File: src/rtl/ram_burst_reader.sv
// ram_burst_reader: burst read initiator for the fixed-latency RAM read port (port B).
// Takes a start address and a beat count, issues one read per cycle, lines the
// returned words up with a latency pipe, and hands them to a valid/ready stream
// through a small FIFO. A read is issued only while the FIFO plus the reads in
// flight still leave room, so a push never meets a full FIFO.
// Optional feature: define BURST_RD_STATS_EN to add the beat_cnt/stall_cnt counters.

module ram_burst_reader #(
    parameter int unsigned DATA_WIDTH = 32,
    parameter int unsigned ADDR_WIDTH = 10,
    parameter int unsigned MEM_DEPTH  = 1024,
    parameter int unsigned LEN_WIDTH  = 8,
    parameter int unsigned RD_LATENCY = 3,
    parameter int unsigned FIFO_DEPTH = 4
) (
    input  logic                  clk,
    input  logic                  rst,
    input  logic                  cmd_valid,
    output logic                  cmd_ready,
    input  logic [ADDR_WIDTH-1:0] cmd_addr,
    input  logic [LEN_WIDTH-1:0]  cmd_len,
    output logic                  ram_ren,
    output logic [ADDR_WIDTH-1:0] ram_addr,
    input  logic [DATA_WIDTH-1:0] ram_rdata,
    output logic                  out_valid,
    input  logic                  out_ready,
    output logic [DATA_WIDTH-1:0] out_data,
    output logic                  out_last,
    output logic                  busy
`ifdef BURST_RD_STATS_EN
    ,
    output logic [31:0]           beat_cnt,
    output logic [31:0]           stall_cnt
`endif
);

    localparam int unsigned PTR_W = (FIFO_DEPTH > 1) ? $clog2(FIFO_DEPTH) : 1;
    localparam int unsigned CNT_W = $clog2(FIFO_DEPTH + RD_LATENCY + 1);

    if (RD_LATENCY < 1) begin : g_lat_check
        $error("RD_LATENCY must be at least 1");
    end
    if (FIFO_DEPTH < RD_LATENCY + 1) begin : g_depth_check
        $error("FIFO_DEPTH must be at least RD_LATENCY+1");
    end

    typedef enum logic [1:0] {StIdle, StIssue, StDrain} state_e;

    state_e                state_q, state_d;
    logic [ADDR_WIDTH-1:0] cur_addr_q, cur_addr_d;
    logic [LEN_WIDTH:0]    remaining_q, remaining_d;
    logic                  ready_en_q;

    logic [RD_LATENCY-1:0] pipe_valid_q, pipe_last_q;

    logic [DATA_WIDTH-1:0] fifo_data_q [FIFO_DEPTH];
    logic                  fifo_last_q [FIFO_DEPTH];
    logic [PTR_W-1:0]      wr_ptr_q, rd_ptr_q;
    logic [CNT_W-1:0]      fifo_count_q;

    logic [CNT_W-1:0]      inflight;
    logic                  credit_ok;
    logic                  fifo_empty;
    logic                  push, pop;
    logic                  issue, issue_last, stall;

    // Reads in flight: number of valid slots in the latency pipe.
    always_comb begin
        inflight = '0;
        for (int i = 0; i < RD_LATENCY; i++) begin
            inflight = inflight + CNT_W'(pipe_valid_q[i]);
        end
    end

    assign fifo_empty = (fifo_count_q == '0);
    assign credit_ok  = (fifo_count_q + inflight) < CNT_W'(FIFO_DEPTH);
    assign push       = pipe_valid_q[RD_LATENCY-1];
    assign pop        = !fifo_empty && out_ready;
    assign issue_last = issue && (remaining_q == (LEN_WIDTH+1)'(1));

    // Burst FSM next-state, read issue and address/beat bookkeeping.
    always_comb begin
        state_d     = state_q;
        cur_addr_d  = cur_addr_q;
        remaining_d = remaining_q;
        issue       = 1'b0;
        stall       = 1'b0;
        cmd_ready   = 1'b0;
        unique case (state_q)
            StIdle: begin
                // ready_en_q keeps cmd_ready low until the cycle after reset is released
                cmd_ready = ready_en_q && fifo_empty;
                if (cmd_valid && cmd_ready) begin
                    cur_addr_d  = cmd_addr;
                    remaining_d = {1'b0, cmd_len} + (LEN_WIDTH+1)'(1);
                    state_d     = StIssue;
                end
            end
            StIssue: begin
                if (credit_ok) begin
                    issue       = 1'b1;
                    cur_addr_d  = (cur_addr_q == ADDR_WIDTH'(MEM_DEPTH - 1)) ?
                                  '0 : cur_addr_q + ADDR_WIDTH'(1);
                    remaining_d = remaining_q - (LEN_WIDTH+1)'(1);
                    if (remaining_q == (LEN_WIDTH+1)'(1)) begin
                        state_d = StDrain;
                    end
                end else begin
                    stall = 1'b1;
                end
            end
            StDrain: begin
                // Leave on the edge that pops the final beat so busy drops with it
                if (inflight == '0 &&
                    (fifo_empty || (fifo_count_q == CNT_W'(1) && pop))) begin
                    state_d = StIdle;
                end
            end
            default: state_d = StIdle;
        endcase
    end

    assign ram_ren   = issue;
    assign ram_addr  = issue ? cur_addr_q : '0;
    assign out_valid = !fifo_empty;
    assign out_data  = out_valid ? fifo_data_q[rd_ptr_q] : '0;
    assign out_last  = out_valid ? fifo_last_q[rd_ptr_q] : 1'b0;
    assign busy      = (state_q != StIdle) || !fifo_empty;

    // FSM and burst registers.
    always_ff @(posedge clk) begin
        if (rst) begin
            state_q     <= StIdle;
            cur_addr_q  <= '0;
            remaining_q <= '0;
            ready_en_q  <= 1'b0;
        end else begin
            state_q     <= state_d;
            cur_addr_q  <= cur_addr_d;
            remaining_q <= remaining_d;
            ready_en_q  <= 1'b1;
        end
    end

    // Latency pipe, shifted every cycle so its tap lines up with ram_rdata.
    always_ff @(posedge clk) begin
        if (rst) begin
            pipe_valid_q <= '0;
            pipe_last_q  <= '0;
        end else begin
            pipe_valid_q[0] <= issue;
            pipe_last_q[0]  <= issue_last;
            for (int i = 1; i < RD_LATENCY; i++) begin
                pipe_valid_q[i] <= pipe_valid_q[i-1];
                pipe_last_q[i]  <= pipe_last_q[i-1];
            end
        end
    end

    // FIFO pointers and occupancy.
    always_ff @(posedge clk) begin
        if (rst) begin
            wr_ptr_q     <= '0;
            rd_ptr_q     <= '0;
            fifo_count_q <= '0;
        end else begin
            if (push) begin
                wr_ptr_q <= (wr_ptr_q == PTR_W'(FIFO_DEPTH - 1)) ? '0 : wr_ptr_q + PTR_W'(1);
            end
            if (pop) begin
                rd_ptr_q <= (rd_ptr_q == PTR_W'(FIFO_DEPTH - 1)) ? '0 : rd_ptr_q + PTR_W'(1);
            end
            fifo_count_q <= fifo_count_q + CNT_W'(push) - CNT_W'(pop);
        end
    end

    // FIFO storage; contents are don't-care while the slot is empty.
    always_ff @(posedge clk) begin
        if (push) begin
            fifo_data_q[wr_ptr_q] <= ram_rdata;
            fifo_last_q[wr_ptr_q] <= pipe_last_q[RD_LATENCY-1];
        end
    end

`ifdef BURST_RD_STATS_EN
    logic [31:0] beat_cnt_q, stall_cnt_q;

    // Free-running statistics, both wrap modulo 2^32.
    always_ff @(posedge clk) begin
        if (rst) begin
            beat_cnt_q  <= '0;
            stall_cnt_q <= '0;
        end else begin
            beat_cnt_q  <= beat_cnt_q + 32'(pop);
            stall_cnt_q <= stall_cnt_q + 32'(stall);
        end
    end

    assign beat_cnt  = beat_cnt_q;
    assign stall_cnt = stall_cnt_q;
`endif

endmodule

File: config.mk
export PLATFORM = sky130hd
export DESIGN_NAME = ram_burst_reader
export DESIGN_NICKNAME = d
export VERILOG_FILES = /design/src/rtl/ram_burst_reader.sv
export SDC_FILE = /design/constraint.sdc
export NUM_CORES = 1
export LEC_CHECK = 0
export ABC_CLOCK_PERIOD_IN_PS = 6600
export CORE_MARGIN = 4
export CORE_UTILIZATION = 50
export CTS_CLUSTER_DIAMETER = 200
export DETAILED_ROUTE_END_ITERATION = 6
export GPL_TIMING_DRIVEN = 0
export PLACE_DENSITY = 0.81
export SETUP_SLACK_MARGIN = 0.02
export SLEW_MARGIN = 20
export SYNTH_ARGS = -nofsm -noshare
export SYNTH_HDL_FRONTEND = slang
export SYNTH_SLANG_ARGS = --single-unit
File: constraint.sdc
create_clock -name clk -period 6.6 [get_ports clk]
set_input_delay 0.66 -clock clk [delete_from_list [all_inputs] [get_ports clk]]
set_output_delay 0.66 -clock clk [all_outputs]
set_load 0.05 [all_outputs]
Word level (Yosys, flattened, before mapping)
Memories as Yosys holds them, arrays and structs flattened. A register that Yosys moved wholly into a read port is not among the register bits.
Cells that the tools add are included.

storage, ports and cells
  register bits = 35
  RAM bits = 132
  bits of input ports = 54
  output and inout port bits = 47
  word-level logic and storage cells = 76
  memories kept = 2

operators by class
  add/sub/neg operators = 10
  order comparisons = 1
  eq/ne operators = 11
  multiplexer cells = 27
  reduce and logical (&&, ||, !) cells = 16

memory list
  name         depth  width  rd ports  clocked after memory_dff  write ports  RTL line  RTL
  fifo_data_q  4      32     1         1                         1            56        logic [DATA_WIDTH-1:0] fifo_data_q [FIFO_DEPTH];
  fifo_last_q  4      1      1         1                         1            57        logic fifo_last_q [FIFO_DEPTH];

operator list
  operator                                                               number
  10-bit 2-to-1 mux                                                      4
  32-bit 2-to-1 mux                                                      1
  2-bit 2-to-1 mux                                                       10
  10-bit one-hot mux with 2 select lines                                 1
  9-bit 2-to-1 mux                                                       2
  9-bit one-hot mux with 2 select lines                                  1
  10-bit by 1-bit adder with 10-bit output, second input constant        1
  10-bit equality test, second input constant                            1
  8-bit by 1-bit adder with 9-bit output, second input constant          1
  9-bit by 1-bit equality test with 1-bit output, second input constant  1
  9-bit by 1-bit subtractor with 9-bit output, second input constant     1
  2-bit inequality test, second input constant                           4
  1-bit 2-to-1 mux                                                       7
  2-bit equality test, second input constant                             3
  1-bit logical AND                                                      6
  3-bit zero test                                                        2
  2-bit one-hot mux with 3 select lines                                  1
  2-bit by 1-bit adder with 2-bit output, second input constant          2
  4-bit AND reduction                                                    1
  2-bit nonzero test                                                     2
  2-bit by 1-bit adder with 3-bit output                                 1
  3-bit by 1-bit adder with 3-bit output                                 1
  3-bit adder                                                            1
  3-bit by 1-bit equality test with 1-bit output, second input constant  1
  8 further kinds                                                        9

Longest topological paths before layout
Gate-level depths: netlist of run 1.

  depth after elaboration = 8
  gate-level depth with buffers = 11
  depth with buffers taken out = 10

Least setup slack after synthesis of run 1
No wires, ideal clock.

  kind = reg2out
  from = register pipe_valid_q[2]
  to = output ram_addr[1]
  arrival = 2,305 ps
  required time = 5,940 ps
  setup slack = 3,635 ps
  cell stages (with the launch flop) = 9
  path buffers = 1
  cells stage by stage = dfxtp_1 > inv_1 > fa_1 > inv_1 > ha_1 > and3b_1 > o211ai_2 > clkbuf_1 > and3_1

on the way
  longest elaborated chain between the ends = 6

RTL lines
  what                                    RTL line  RTL
  from (decl)                             54        logic [RD_LATENCY-1:0] pipe_valid_q, pipe_last_q;
  from (signal, indexed assignment)       154       pipe_valid_q[i] <= pipe_valid_q[i-1];
  2-bit by 1-bit adder with 3-bit output  71        inflight = inflight + CNT_W'(pipe_valid_q[i]);
  3-bit adder                             76        assign credit_ok = (fifo_count_q + inflight) < CNT_W'(FIFO_DEPTH);
  3-bit < comparator                      76
  1-bit 2-to-1 mux                        100       if (credit_ok) begin
  1-bit 2-to-1 mux                        89        unique case (state_q)
  10-bit 2-to-1 mux                       124       assign ram_addr = issue ? cur_addr_q : '0;
  to (decl)                               23        output logic [ADDR_WIDTH-1:0] ram_addr,

Every way passes these cells.

Worst setup path in the final report of run 1
  from = register pipe_valid_q[2]
  to = output ram_addr[8]

Same word-level chain as after synthesis.

==> qor.txt, run 1 <==
Unrepaired setup endpoints after global routing: no
Sequential Power Share: 0.350
Placed wire-length estimate after detailed placement: 10000 um
Antenna-violating nets left: 0
Post-CTS Hold Buffers: 0
Fraction of the yosys area taken by sequential cells: 0.654
Count of flip-flops with a built-in enable after synthesis: 132
Arrival @ worst endpoint: 3.69 ns
Starting utilization of the core area: 0.514
Maximum clock frequency: 230 MHz
Max Transition Viols Final: 0
Reg-to-reg critical path endpoint: cur_addr_q[4]
Cts bufs inserted: 17
Launch instance of the worst register-to-register path: pipe_valid_q[2]
Net switching component of the power: 0.00134 W
Diodes inserted: 0
Number of remaining DRC errors: 0
Run status: finished, final reports clean
Final hold slack: 0.447 ns
Category of the critical setup timing path: register to output pin
Final hold violation count: 0
Routing layer with the top usage in global route: met2
Pin count of the biggest net entering global routing: 24
TritonCTS clock tree: done
End of the worst hold path: pipe_last_q[2]
Core area: 14000 um2
I/O pins: 101
Synthesis-stage register bit count: 169
VDD IR max: 0.000216 V
Flip-flop cell with the highest count after synthesis: edfxtp_1
Number of DRC markers after the initial detailed-route iteration: 340
Largest stage delay on the critical path: 0.81 ns
Power per standard cell area: 397 nW/um2
Share of total power consumed by net switching: 0.373
Final critical path time including I/O delays and setup: 4.35 ns
Skew-Pair Late Insertion Delay: 0.42 ns
Final setup fails: 0
Share of post-route cells with drive strength above 1: 0.132
Buffers & Inverters on Critical Path: 4
Final critical-path share of the clock period: 0.659
1st-pass router iterations: 5
Clk sink count: 169
Die extent in y: 128 um
DR WL/cell: 19.0 um
Worst slew margin: 0.555
Clock network power share: 0.247
Synthesized cell area: 7190 um2
Final setup TNS: 0 ns
Total internal power: 0.00224 W
Mean number of vias per cell: 5.77
Worst Path Max Fanout: 10
Depth of the worst hold-timing path: 1
Hold_sp: pipe_last_q[1]
CP startpoint kind: register
Cell class contributing the biggest share of worst-path delay: buffers and inverters
FFs w/ async S/R, synth: 0
Worst path required time: 5.94 ns
Overall routed net length: 15100 um
Yosys warning count: 0
GR Layer Usage met2: 0.317
Global-route total usage across every layer: 0.189
Post-CTS setup buffers: 0
Count of mapped cells out of synthesis: 484
Worst-case clock skew: 0.00666 ns
Die W: 128 um
Port Buffers: 100
Crit path top cell by count: inv_1
Met1 demand-to-capacity share in global routing: 0.239
Slew at the pin closest to its max-slew limit: 0.668 ns
Wire length of the first global-routing pass: 23900 um
Final weighted congestion in routability-driven placement: 0.898
Cell with the largest stage delay on the worst path: clkdlybuf4s50_1
# Max-Cap Violations: 0
Post-Synthesis Net Count: 552
Relative contribution of combinational cells to total power: 0.403
CTS root buf: clkbuf_16
Area delta synth->final: 25.6%
Antenna violations before repair: 0
Crit-path cells: inv_1, fa_1, inv_1, ha_1, and3b_1, o211ai_2, clkbuf_1, and3_1, clkdlybuf4s50_1
Standard-cell row count: 43
H-tree depth: 4
Buffer depth of the longest clock path: 2
Leakage power: 3.04 nW
Global route total overflow: 0
Hold Crit Class: register to register
CP Depth: 9
Count of cells along the worst register-to-register path: 10
Number of different library cells in the post-synthesis netlist: 57
Die area: 16400 um2
Crit end category: output pin
Count of vias placed by the detailed router: 4607
Avg Cell Area, Syn: 14.9 um2
GR Util met3: 0.0521
Number of cells upsized or downsized after cts: 0
Number of nets in the layout: 675
Via count of the first global-routing pass: 4653
Clock slew seen by the registers of the worst setup and hold paths: 0.06 ns
Setup slack of the worst register-to-register path: 3.88 ns
==> final cells by class <==
class / count / area (um2)
tap: 180 / 225
multi-input combinational: 271 / 2290
clock buffer: 21 / 440
inverter: 17 / 63.8
buffer: 27 / 133
timing repair buffer: 104 / 1090
sequential: 169 / 4700
fill: 995 / 4960
clock inverter: 10 / 78.8
==> placed cells by master, fill, tap and decap left out, types with 5 or more instances in the layout <==
| cell type | synthesis | layout |
|---|---|---|
| edfxtp_1 | 132 | 132 |
| clkdlybuf4s50_1 | 0 | 100 |
| dfxtp_1 | 37 | 37 |
| and2_1 | 39 | 35 |
| mux4_2 | 33 | 33 |
| nand2_1 | 30 | 30 |
| a21oi_1 | 24 | 24 |
| clkbuf_1 | 17 | 21 |
| nor2_1 | 20 | 20 |
| clkbuf_16 | 0 | 17 |
| inv_1 | 16 | 16 |
| and3_1 | 14 | 14 |
| o21ai_0 | 14 | 14 |
| ha_1 | 12 | 12 |
| nand3_1 | 10 | 10 |
| nor3_1 | 7 | 7 |
| clkinv_1 | 1 | 5 |
| xnor2_1 | 5 | 5 |
==> cell families (layout without fill, tap and decap cells) <==
logic type / count (synthesis) / after routing / share of synthesized area
adder cells (fa/ha/maj): 14 / 14 / 0.0264
buffers and inverters: 44 / 179 / 0.0273
AO/OA/AOI/OAI: 70 / 70 / 0.0649
multiplexers: 34 / 34 / 0.105
flip-flops: 169 / 169 / 0.654
AND/OR/NAND/NOR: 145 / 145 / 0.113
XOR/XNOR: 8 / 8 / 0.00974
==> power by group through the flow <==
| stage | Sequential (W) | Combinational [W] | Clock [W] |
|---|---|---|---|
| 2_1_floorplan | 0.00126 | 0.00100 | 0 |
| 3_3_place_gp | 0.00127 | 0.00143 | 0 |
| 3_5_place_dp | 0.00127 | 0.00145 | 0 |
| 4_1_cts | 0.00125 | 0.00145 | 0.000899 |
| 5_1_grt | 0.00126 | 0.00153 | 0.000950 |
| 6_report | 0.00125 | 0.00144 | 0.000885 |
==> worst max-delay path by stage <==
stage | start | end | slack (ns)
after global placement | pipe_valid_q[2] | ram_addr[8] | 2.82
after CTS | pipe_valid_q[2] | ram_addr[8] | 2.27
after floorplan | pipe_valid_q[2] | ram_addr[1] | 3.64
after detailed placement | pipe_valid_q[2] | ram_addr[1] | 2.74
final | pipe_valid_q[2] | ram_addr[8] | 2.25
after global routing | pipe_valid_q[2] | ram_addr[6] | 2.12
==> sequential cells by signal, summed over array words and instances (netlist names), named ones only <==
name and count:
rd_ptr_q 2, pipe_last_q 3, fifo_count_q 3, ready_en_q 1, cur_addr_q 10, pipe_valid_q 3
state_q 2, wr_ptr_q 2, fifo_last_q 4, fifo_data_q 128, remaining_q 9
==> routing by layer <==
layer  part of all wire  vias up  routed length [um]
li1                   -     2097                   -
met1               0.41     2253                6180
met2               0.50      230                7550
met3              0.081       27                1220
met4              0.013        0                 194
met5                  0        -                   0
==> Yosys cell counts, types with 4 or more instances <==
library cell	count	area (um2)
a21oi_1	24	120
and2_1	39	244
and3_1	14	87.6
and4_1	4	35.0
buf_2	4	20.0
clkbuf_1	17	63.8
dfxtp_1	37	741
edfxtp_1	132	3960
ha_1	12	150
inv_1	16	60.1
mux4_2	33	743
nand2_1	30	113
nand3_1	10	50.1
nor2_1	20	75.1
nor2b_1	4	25.0
nor3_1	7	35.0
o21ai_0	14	70.1
o32ai_1	4	35.0
xnor2_1	5	43.8
==> metrics by stage <==
step	total power, W	worst slack, ns	cells	instance area, um2	utilization
after floorplan	0.00226	3.64	484	7190	-
after global routing	0.00374	2.12	799	9030	0.645
final	0.00358	2.25	799	9030	0.645
after global placement	0.00270	2.82	764	8420	0.602
after detailed placement	0.00272	2.74	768	8510	0.608
after CTS	0.00360	2.27	799	9030	0.645
(Power assumes the default switching activity.)
==> inputs of run 2 (changes only) <==
--- a/config.mk
+++ b/config.mk
@@ -5,13 +5,13 @@
 export SDC_FILE = /design/constraint.sdc
 export NUM_CORES = 1
 export LEC_CHECK = 0
-export ABC_CLOCK_PERIOD_IN_PS = 6600
+export ABC_CLOCK_PERIOD_IN_PS = 3600
 export CORE_MARGIN = 4
-export CORE_UTILIZATION = 50
+export CORE_UTILIZATION = 49
 export CTS_CLUSTER_DIAMETER = 200
 export DETAILED_ROUTE_END_ITERATION = 6
 export GPL_TIMING_DRIVEN = 0
-export PLACE_DENSITY = 0.81
+export PLACE_DENSITY = 0.83
 export SETUP_SLACK_MARGIN = 0.02
 export SLEW_MARGIN = 20
 export SYNTH_ARGS = -nofsm -noshare
==> constraint.sdc (replaced) <==
create_clock -name clk -period 3.6 [get_ports clk]
set_input_delay 0.36 -clock clk [delete_from_list [all_inputs] [get_ports clk]]
set_output_delay 0.36 -clock clk [all_outputs]
set_load 0.05 [all_outputs]
==> qor.txt, run 2 (synthesis gave the netlist of run 1 again) <==
Run status: finished, final reports clean
Count of vias placed by the detailed router: 4570 (-0.80%)
Wire length of the first global-routing pass: 24400 um (+2.0%)
Global-route total usage across every layer: 0.192 (+0.00352)
Share of post-route cells with drive strength above 1: 0.162 (+0.0291)
1st-pass router iterations: 5 (unchanged)
H-tree depth: 4 (unchanged)
Highest-count cells in the layout ignoring fill and taps: 132 x edfxtp_1, 89 x clkdlybuf4s50_1, 37 x dfxtp_1
Via count of the first global-routing pass: 4699 (+0.99%)
Finished Layout Cells: 803 (+0.50%)
Post-Route M1 WL: 6200 um (+0.32%)
Critical path startpoint: pipe_valid_q[2]
Final critical path time including I/O delays and setup: 3.37 ns
DR WL/cell: 19.0 um (+0.11%)
VDD IR max: 0.000573 V (+170%)
Cell with the largest stage delay on the worst path: dfxtp_1
Hold Crit Class: register to register
Die extent in y: 129 um (+0.95%)
Slew at the pin closest to its max-slew limit: 0.640 ns (-0.0281 ns)
Worst path required time: 3.24 ns (-2.70 ns)
Number of DRC markers after the initial detailed-route iteration: 288 (-15%)
I/O pins: 101 (unchanged)
Hold_sp: pipe_last_q[1]
Instance area after placement: 8510 um2 (about the same)
Placed wire-length estimate after detailed placement: 10200 um (+2.3%)
Category of the critical setup timing path: register to output pin
Worst Path Max Fanout: 10 (unchanged)
Worst-case clock skew: 0.0110 ns (+0.00432 ns)
Number of nets in the layout: 675 (unchanged)
Standard-cell row count: 44 (+2.3%)
Final weighted congestion in routability-driven placement: 0.832 (-7.3%)
Number of fill cells: 1028 (+3.3%)
Final setup TNS: 0 ns (unchanged)
TritonCTS clock tree: done
Area of all placed cells without fillers: 9100 um2 (+0.82%)
Area delta synth->final: 26.6%
Unrepaired setup endpoints after global routing: no
Core area: 14500 um2 (+3.5%)
Clock slew seen by the registers of the worst setup and hold paths: 0.06 ns (about the same)
Post-route total power: 0.00669 W (+87%)
Final setup fails: 0 (unchanged)
Launch instance of the worst register-to-register path: fifo_count_q[2]
Port Buffers: 100 (unchanged)
Power per standard cell area: 735 nW/um2 (+85%)
Pin count of the biggest net entering global routing: 26 (+8.3%)
Wire length on met2: 7550 um (about the same)
Maximum clock frequency: 296 MHz
Setup slack of the worst register-to-register path: 0.93 ns (-2.95 ns)
Commonest non-fill, non-tap cell in the layout: edfxtp_1
Max FFs per register: 128 (unchanged)
Buffer depth of the longest clock path: 2 (unchanged)
Met3 Routed Length: 1190 um (-3.1%)
Final critical-path share of the clock period: 0.937
Crit-path cells: inv_1, fa_1, inv_1, ha_1, and3b_1, o211ai_4, clkbuf_4, and3_1, clkdlybuf4s15_2
Worst slew margin: 0.570 (+0.0148)
Global route total overflow: 0 (unchanged)
Minimum setup slack after placement: 0.0533 ns (-2.68 ns)
Max Transition Viols Final: 0 (unchanged)
Number of instances in the placed design: 772 (+0.52%)
Overall routed net length: 15200 um (+0.61%)
Clk sink count: 169 (unchanged)
Mean number of vias per cell: 5.69 (-1.3%)
Setup ws final: 0.227 ns (-2.03 ns)
CP startpoint kind: register
Final hold violation count: 0 (unchanged)
Number of remaining DRC errors: 0 (unchanged)
Antenna-violating nets left: 0 (unchanged)
Arrival @ worst endpoint: 3.01 ns (-0.68 ns)
Die W: 129 um (+0.95%)
Leakage power: 3.08 nW (+1.5%)
Crit path top cell by count: inv_1
Die area: 16700 um2 (+1.9%)
Highest metal used: met4
Crit end category: output pin
CTS root buf: clkbuf_16
Largest stage delay on the critical path: 0.44 ns (-0.37 ns)
Skew-Pair Late Insertion Delay: 0.42 ns (about the same)
Cts bufs inserted: 17 (unchanged)
Diodes inserted: 0 (unchanged)
Largest register by flop count: fifo_data_q
# Max-Cap Violations: 0 (unchanged)
Antenna violations before repair: 0 (unchanged)
Starting utilization of the core area: 0.497 (-0.0174)
Post-CTS setup buffers: 0 (unchanged)
Top flop regs: fifo_data_q x128, cur_addr_q x10, remaining_q x9
==> run 2: changes by cell type in the layout (fill, tap and decap cells not counted), moves of 2 or more <==
cell | previous run | this run
clkdlybuf4s50_1 | 100 | 89
clkbuf_1 | 21 | 16
dlygate4sd2_1 | 0 | 2
clkdlybuf4s15_2 | 0 | 7
clkinvlp_4 | 2 | 4
clkinv_4 | 0 | 3
clkinv_2 | 1 | 3
clkinv_1 | 5 | 1
==> run 2: worst paths after layout <==
| kind | depth (start not counted) | endpoint |
|---|---|---|
| worst min register to register | 1 | pipe_last_q[2] |
| worst max register to register | 11 | fifo_count_q[2] |
| worst min-delay path | 1 | pipe_last_q[2] |
| worst max-delay path | 9 | ram_addr[5] |
==> run 2: power by group <==
part / internal [W] / switching [W]
clock network: 0.00102 / 0.000724
registers: 0.00219 / 0.000103
logic: 0.000988 / 0.00166
total: 0.00420 / 0.00249
==> run 2: per-layer routing <==
| layer | vias up | track usage |
|---|---|---|
| met4 | 0 | 0.0729 |
| li1 | 2110 | - |
| met3 | 30 | 0.0585 |
| met1 | 2229 | 0.244 |
| met5 | - | 0 |
| met2 | 201 | 0.313 |
==> run 2: timing repair <==
action,CTS,global route
hold buffers,0,0
endpoints found under the setup margin,11,9
resized for setup,29,5
hold endpoints to repair,0,0
==> run 2: stage by stage <==
| step | hold WS [ns] | util |
|---|---|---|
| finish | 0.442 | 0.629 |
| global route | 0.462 | 0.629 |
| CTS | 0.448 | 0.628 |
| detailed placement | 0.434 | 0.588 |
| global placement | 0.417 | 0.582 |
| floorplan | 0.414 | - |
==> run 2: layout make-up <==
cell class                 count  area, um2  area share
sequential                   169       4700       0.517
multi-input combinational    271       2300       0.253
timing repair buffer         104       1090       0.120
clock buffer                  17        425      0.0467
tap                          184        230      0.0253
clock inverter                14        149      0.0164
buffer                        27        136      0.0150
inverter                      17       63.8     0.00701
==> run 2: critical path, delay by kind of cell (launching register included) <==
family	cells	cell delay (ns)
buffers and inverters	4	0.84
adder cells (fa/ha/maj)	2	0.62
flip-flops	1	0.44
AND/OR/NAND/NOR	2	0.38
AO/OA/AOI/OAI	1	0.31
